$ cat src/rtl/rr_arbiter.sv
// Round-robin arbiter: registered one-hot grant held through a
// valid/ready handshake, pointer advancing once per completed transfer.

module pry2oht #(
   parameter int    WIDTH          = 4,
   parameter int    SPLIT          = 2,
   parameter int    IMPLEMENTATION = 0,
   parameter string DIRECTION      = "LSB"
) (
   input  logic [WIDTH-1:0] i_vec,
   output logic [WIDTH-1:0] o_oht
);

   logic [WIDTH-1:0] w_in;
   logic [WIDTH-1:0] w_out;

   genvar g;

   generate
      if (DIRECTION == "MSB") begin : g_rev
         for (g = 0; g < WIDTH; g++) begin : g_bit
            assign w_in[g]  = i_vec[WIDTH-1-g];
            assign o_oht[g] = w_out[WIDTH-1-g];
         end
      end else begin : g_fwd
         assign w_in  = i_vec;
         assign o_oht = w_out;
      end

      // Both forms gate a bit only by the bits below it, so X above the
      // winner is forced to 0 by the AND rather than leaking through.
      if (IMPLEMENTATION == 0 || SPLIT < 2) begin : g_ripple
         logic [WIDTH-1:0] w_seen;
         for (g = 0; g < WIDTH; g++) begin : g_bit
            if (g == 0) begin : g_first
               assign w_seen[g] = 1'b0;
            end else begin : g_rest
               assign w_seen[g] = w_seen[g-1] | w_in[g-1];
            end
            assign w_out[g] = w_in[g] & ~w_seen[g];
         end
      end else begin : g_masked
         for (g = 0; g < WIDTH; g++) begin : g_bit
            localparam logic [WIDTH-1:0] LO = (WIDTH'(1) << g) - WIDTH'(1);
            assign w_out[g] = w_in[g] & ~|(w_in & LO);
         end
      end
   endgenerate

endmodule

module rr_arbiter #(
   parameter int WIDTH          = 4,
   parameter int SPLIT          = 2,
   parameter int IMPLEMENTATION = 0,
   localparam int IDX_W         = (WIDTH > 1) ? $clog2(WIDTH) : 1
) (
   input  logic             clk,
   input  logic             rst_n,
   input  logic [WIDTH-1:0] req,
   output logic [WIDTH-1:0] gnt,
   output logic [IDX_W-1:0] gnt_idx,
   output logic             gnt_vld,
   input  logic             gnt_rdy,
   input  logic             gnt_lst
);

   localparam logic [0:0] IDLE  = 1'b0;
   localparam logic [0:0] GRANT = 1'b1;

   localparam logic [WIDTH-1:0] PTR_RST = WIDTH'(1) << (WIDTH - 1);

   logic [0:0]       r_state;
   logic [WIDTH-1:0] r_ptr;
   logic [WIDTH-1:0] r_gnt;
   logic [IDX_W-1:0] r_idx;

   logic [WIDTH-1:0] w_base;
   logic [WIDTH-1:0] w_mask;
   logic [WIDTH-1:0] w_req_msk;
   logic [WIDTH-1:0] w_msk_oht;
   logic [WIDTH-1:0] w_raw_oht;
   logic [WIDTH-1:0] w_sel;
   logic [IDX_W-1:0] w_idx;
   logic             w_done;

   // On completion the mask follows the current grant, which is the value
   // the pointer is about to take, so re-arbitration needs no extra cycle.
   assign w_base    = (r_state == GRANT) ? r_gnt : r_ptr;
   assign w_mask    = ~((w_base << 1) - WIDTH'(1));
   assign w_req_msk = req & w_mask;

   pry2oht #(
      .WIDTH          (WIDTH),
      .SPLIT          (SPLIT),
      .IMPLEMENTATION (IMPLEMENTATION),
      .DIRECTION      ("LSB")
   ) u_msk (
      .i_vec (w_req_msk),
      .o_oht (w_msk_oht)
   );

   pry2oht #(
      .WIDTH          (WIDTH),
      .SPLIT          (SPLIT),
      .IMPLEMENTATION (IMPLEMENTATION),
      .DIRECTION      ("LSB")
   ) u_raw (
      .i_vec (req),
      .o_oht (w_raw_oht)
   );

   assign w_sel = (|w_req_msk) ? w_msk_oht : w_raw_oht;

   always_comb begin
      w_idx = '0;
      for (int i = 0; i < WIDTH; i++) begin
         if (w_sel[i]) w_idx = w_idx | IDX_W'(i);
      end
   end

   assign w_done = (r_state == GRANT) & gnt_rdy & gnt_lst;

   always_ff @(posedge clk or negedge rst_n) begin
      if (!rst_n) begin
         r_state <= IDLE;
         r_ptr   <= PTR_RST;
         r_gnt   <= '0;
         r_idx   <= '0;
      end else if (r_state == IDLE) begin
         if (|req) begin
            r_gnt   <= w_sel;
            r_idx   <= w_idx;
            r_state <= GRANT;
         end
      end else if (w_done) begin
         r_ptr <= r_gnt;
         if (|req) begin
            r_gnt <= w_sel;
            r_idx <= w_idx;
         end else begin
            r_gnt   <= '0;
            r_idx   <= '0;
            r_state <= IDLE;
         end
      end
   end

   assign gnt     = r_gnt;
   assign gnt_idx = r_idx;
   assign gnt_vld = (r_state == GRANT);

endmodule

$ cat config.mk
export PLATFORM = sky130hd
export DESIGN_NAME = rr_arbiter
export DESIGN_NICKNAME = d
export VERILOG_FILES = /design/src/rtl/rr_arbiter.sv
export SDC_FILE = /design/constraint.sdc
export NUM_CORES = 1
export LEC_CHECK = 0
export ABC_AREA = 1
export BUFFER_PORTS_ARGS = -buffer_cell sky130_fd_sc_hd__buf_2
export CAP_MARGIN = 20
export CORE_UTILIZATION = 40
export CTS_CLUSTER_DIAMETER = 30
export DETAILED_ROUTE_END_ITERATION = 16
export PLACE_DENSITY = 0.7
export SETUP_SLACK_MARGIN = 0.3
export SYNTH_ARGS = -nofsm -noshare
export SYNTH_HDL_FRONTEND = slang
export SYNTH_SLANG_ARGS = --single-unit
$ cat constraint.sdc
create_clock -name clk -period 3.05 [get_ports clk]
set_input_delay 0.305 -clock clk [delete_from_list [all_inputs] [get_ports clk]]
set_output_delay 0.305 -clock clk [all_outputs]
set_load 0.1 [all_outputs]
Word level (Yosys, flattened, before mapping). Index checks and enable logic that the tools add are counted.

Register bits after elaboration: 10. Latch bits: 0. RAM bits: 0. Bits in read-only memories: 0. Input bits: 8. Memories kept: 0.

Add/subtract/negate cells: 1. Multiply operators: 0. Divide/modulo/power cells: 0. Order comparisons: 0. Equal/unequal tests: 1. Shift operators: 0. Muxes and demuxes: 16. Bitwise operators: 20. Reduce and logical (&&, ||, !) cells: 5.

Operators with widths (number): $mux 4 (5); $mux 2 (6); $and 1x1->1 (8); $reduce_or 4->1 (2); $not 1->1 (6); $and 4x4->4 (1); $mux 1 (4); $not 4->4 (1); $or 1x1->1 (4); $reduce_and 2->1 (2); $sub 4x1->4 const B (1); $mux 3 (1); $ne 2x1->1 const B (1); $reduce_bool 2->1 (1).

Depth between registers and ports, before layout.
Depth in word-level cells: 15. Gate-level depth with buffers: 13. Mapped depth without buffers: 12.

Cells and area by module. From an unflattened synthesis, not the netlist that was laid out.

Cells, all modules: 102. Area, all modules: 762.0 um^2.

By module, submodules not included: rr_arbiter (instances 1, cells each 84, area an instance 686.9 um^2, sequential area each 250.2 um^2); pry2oht (instances 2, cells each 9, area an instance 37.5 um^2, sequential area each 0.0 um^2).

Worst setup path after synthesis. Ideal clock, no wire load.

Path kind: register to register. Start point: reg r_state (netlist: gnt_vld). End point: reg r_idx[0] (netlist: gnt_idx[0]). Setup time: 0.065 ns. Arrival time: 2.144 ns. Path slack: 0.841 ns. Stages on the path, launching flop included: 13. Clock period less this slack: 2.209 ns. Cells stage by stage: dfrtp_1 -> buf_6 -> nand2_1 -> nand2_1 -> inv_1 -> ha_1 -> nand2_1 -> inv_1 -> a21oi_2 -> nand3_1 -> nand2_1 -> nand2_1 -> nand2_1.

Longest elaborated chain between the ends: 13.

RTL lines: start, declared (line 73) `logic [0:0] r_state;`; start signal, assigned (line 126) `r_state <= IDLE;`; start signal, assigned (line 134) `r_state <= GRANT;`; start signal, assigned (line 144) `r_state <= IDLE;`; $mux 3 (line 89) `assign w_base = (r_state == GRANT) ? r_gnt : r_ptr;`; $sub 4x1->4 (line 90) `assign w_mask = ~((w_base << 1) - WIDTH'(1));`; $not 4->4 (line 90); $and 4x4->4 (line 91) `assign w_req_msk = req & w_mask;`; $or 1x1->1 (2 in series) (line 38) `assign w_seen[g] = w_seen[g-1] | w_in[g-1];`; $not 1->1 (line 40) `assign w_out[g] = w_in[g] & ~w_seen[g];`; $and 1x1->1 (line 40); $mux 4 (line 113) `assign w_sel = (|w_req_msk) ? w_msk_oht : w_raw_oht;`; $mux 2 (line 118) `if (w_sel[i]) w_idx = w_idx | IDX_W'(i);`; $mux 2 (line 138) `if (|req) begin`; $mux 2 (line 136) `end else if (w_done) begin`; $mux 2 (line 130) `end else if (r_state == IDLE) begin`; end signal, assigned (line 133) `r_idx <= w_idx;`; end signal, assigned (line 140) `r_idx <= w_idx;`; end, declared (line 76) `logic [IDX_W-1:0] r_idx;`.

Parallel ways exist; a longest one is shown, timed or not. The select of a mux whose other input is x is not followed. A chain may end at the register's enable or synchronous reset.

Final worst setup path.
Start point: reg r_state (netlist: gnt_vld). End point: reg r_idx[1] (netlist: gnt_idx[1]).

Longest elaborated chain between the ends: 13.

RTL lines (line): $mux 3 (89); $sub 4x1->4 (90); $not 4->4 (90); $and 4x4->4 (91); $or 1x1->1 (38); $or 1x1->1 or $not 1->1 (tied branches) (38, 40); $not 1->1 or $and 1x1->1 (tied branches) (40); $and 1x1->1 or $mux 4 (tied branches) (40, 113); $mux 4 or $mux 2 (tied branches) (113, 118); $mux 2 (118); $mux 2 (138); $mux 2 (136); $mux 2 (130).

Parallel ways exist; a longest one is shown, timed or not. The select of a mux whose other input is x is not followed.

==> flow_summary.yaml <==
timing:
  finalClockSkew_ns: 0.0104
  slew_violations: 0
  final-hold-violation-count: 0
  rsz0062_at_grt: "no"
  timing.setup.tns_ns: 0
  timing.final.crit_share_pct: 59.0
  setup_viol: 0
  hold_ws_ns: 0.330
  finalCriticalPeriod_ns: 1.80
  max_clock_freq_ghz: 0.556
  timing.slew.headroom_pct: 68.0
  worstMarginPinSlew_ns: 0.483
route:
  post_drt_wl_per_cell_um: 11.2
  drt_iter0_drc: 13
  wirelength_mm: 1.26
  first_pass_iters: 4
  final_antenna_net_count: 0
  vias: 544
  viasPerCell: 4.81
  drcViolationCount: 0
setup_path:
  cpMostUsedCell: "nand2_1"
  crit_slowest_cell: "dfrtp_1"
  cp.arrival_ns: 1.99
  worstSetupEndpointType: "flop"
  worstSetupStartpointType: "flop"
  critPathRequiredTime_ns: 3.24
  path_class: "flop to flop"
  worstPathCellList: "nand2_1, nand2_1, inv_1, ha_1, nand2_1, inv_1, a21oi_2, nand3_1, nand2_1, nand2_1, nand2_1"
  cp_top_family: "simple AND/OR/NAND/NOR gates"
  path_max_fanout: 9
  cp_slowest_stage_delay_ns: 0.55
  path_buf_inv: 2
cells_and_area:
  layout.nets: 109
  multi_input_area_um2: 292
  fillers: 151
  area_growth_pct: 16.2
  area.sequential_um2: 250
  final_core_util_pct: 51.8
  stdcell_area_um2: 708
  antennaDiodeCount: 0
  drive_gt1_share_pct: 28.6
floorplan:
  chipHeight_um: 41.0
  start_util_pct: 44.6
  fp.coreArea_mm2: 0.00137
  die_x_um: 41.0
  num_io_pins: 15
  rows: 13
  die-area_mm2: 0.00168
cts:
  cts_sinks: 10
  htree_levels: 1
  clk_pin_slew_ns: 0.07
  clockBufferDepth: 2
  clk_latency_ns: 0.26
  cts_tree: "done"
  cts_buffers: 3
  cts-root-buf: "clkbuf_4"
placed_design:
  dpl.hpwl_mm: 1.00
  placed_area_um2: 676
  port_buffers: 14
  routabilityCongestion: 0.738
flow_run:
  cap_violations: 0
power:
  power.density_mw_per_mm2: 966
  finalPower_mw: 0.684
  leakagePower_nw: 0.405
  vdd.ir_drop.worst_uv: 501
global_routing:
  antenna_found_initial: 0
  grt.overflow.total: 0
  grt_pass1_vias: 463
  grt_pass1_wl_mm: 1.95
  grt_usage_pct: 18.5
  grt_start_max_net_pins: 11
synthesis:
  yosysUniqueCellTypes: 18
  yosysSeqAreaShare_pct: 41.1
  syn_inst: 82
  synth-seq-cells: 10
  syn_avg_cell_area_um2: 7.43
  syn_nets: 91
  syn_area_um2: 609
  yosysWarningCount: 0
worst_hold_path:
  min_path_type: "primary input to flop"
status:
  status: "complete, no violations"
-- through the flow --
| stage | instances | setup slack [ns] |
|---|---|---|
| finish | 113 | 1.25 |
| floorplan | 82 | 0.841 |
| detailed placement | 109 | 1.27 |
| CTS | 113 | 1.24 |
| global route | 113 | 1.07 |
| global placement | 109 | 1.34 |
-- synth_stat cells --
cell      n  share of area (%)
nor2_1    2                1.2
a21oi_2   1                1.4
inv_1    10                6.2
and2_4    1                1.4
buf_6     2                3.7
o21ai_0   5                4.1
nand2_2   1                1.0
nand2_1  29                 18
nand3_4   1                2.9
dfrtp_1  10                 41
nand3_2   1                1.6
nand3_1   8                6.6
inv_2     2                1.2
nor3_1    1               0.82
nand4_1   1                1.0
ha_1      1                2.1
a21oi_1   2                1.6
nor2_2    4                4.1
-- final timing paths --
| check | start | endpoint | slack (ns) | depth (start not counted) |
|---|---|---|---|---|
| min reg2reg | gnt[3] | gnt[3] | 0.49 | 2 |
| max | gnt_vld | gnt_idx[1] | 1.25 | 11 |
| min in group asynchronous | rst_n | r_ptr[0] | 0.43 | 2 |
| min | req[0] | gnt_vld | 0.33 | 3 |
| max reg2reg | gnt_vld | gnt_idx[1] | 1.25 | 11 |
| max in group asynchronous | rst_n | gnt[3] | 2.42 | 2 |
-- worst reg2reg max path, stage by stage (launching register included) --
cell,delay [ns]
dfrtp_1,0.55
nand2_1,0.09
nand2_1,0.15
inv_1,0.06
ha_1,0.29
nand2_1,0.09
inv_1,0.06
a21oi_2,0.14
nand3_1,0.09
nand2_1,0.07
nand2_1,0.07
nand2_1,0.08
-- kinds of logic (layout without fill, tap and decap cells) --
logic type      count (synthesis)  count (layout)  share of synthesized area (%)
compound gates                  8               8                           7.19
fa+ha+maj                       1               1                           2.05
buf+inv                        14              30                           11.1
flops                          10              10                           41.1
simple gates                   49              49                           38.6
-- layer usage --
metal,vias to the layer above,wire [um],global-route usage (%)
li1,291,-,-
met1,234,581,22.4
met2,17,616,30.5
met3,2,59,4.89
met4,0,7,7.50
met5,-,0,0
-- cell usage in the layout, fill, tap and decap left out, types with 2 or more instances in the layout --
| cell type | netlist | final |
|---|---|---|
| nand2_1 | 29 | 29 |
| buf_2 | 0 | 14 |
| inv_1 | 10 | 10 |
| dfrtp_1 | 10 | 10 |
| nand3_1 | 8 | 8 |
| o21ai_0 | 5 | 5 |
| nor2_2 | 4 | 4 |
| clkbuf_4 | 0 | 3 |
| inv_2 | 2 | 2 |
| nor2_1 | 2 | 2 |
| a21oi_1 | 2 | 2 |
-- sequential cells by signal (all words and copies together), names as in the netlist --
signal   count
gnt          4
gnt_idx      2
r_ptr        3
gnt_vld      1
-- what timing repair did --
| item | in CTS | in global routing |
|---|---|---|
| setup buffers | 0 | 0 |
| setup endpoints to repair | 0 | 0 |
| hold buffers | 1 | 0 |
| endpoints found under the hold margin | 10 | 0 |
| gates resized for setup | 0 | 0 |
-- area by class of cell --
cell class              instances  area share, %
clock buffers                   3           3.18
inverters                      12           6.36
multi-input cells              58           41.2
flip-flops and latches         10           35.3
well taps                      15           2.65
repair buffers                 15           11.3
-- power breakdown --
part / leakage (nW) / internal (mW) / switching [mW] / total [mW]
clock network: 0.0138 / 0.0454 / 0.0445 / 0.0900
logic: 0.265 / 0.0774 / 0.319 / 0.397
registers: 0.126 / 0.173 / 0.0249 / 0.197
total: 0.405 / 0.295 / 0.389 / 0.684
Note: power is estimated with default switching activity, not from simulation.
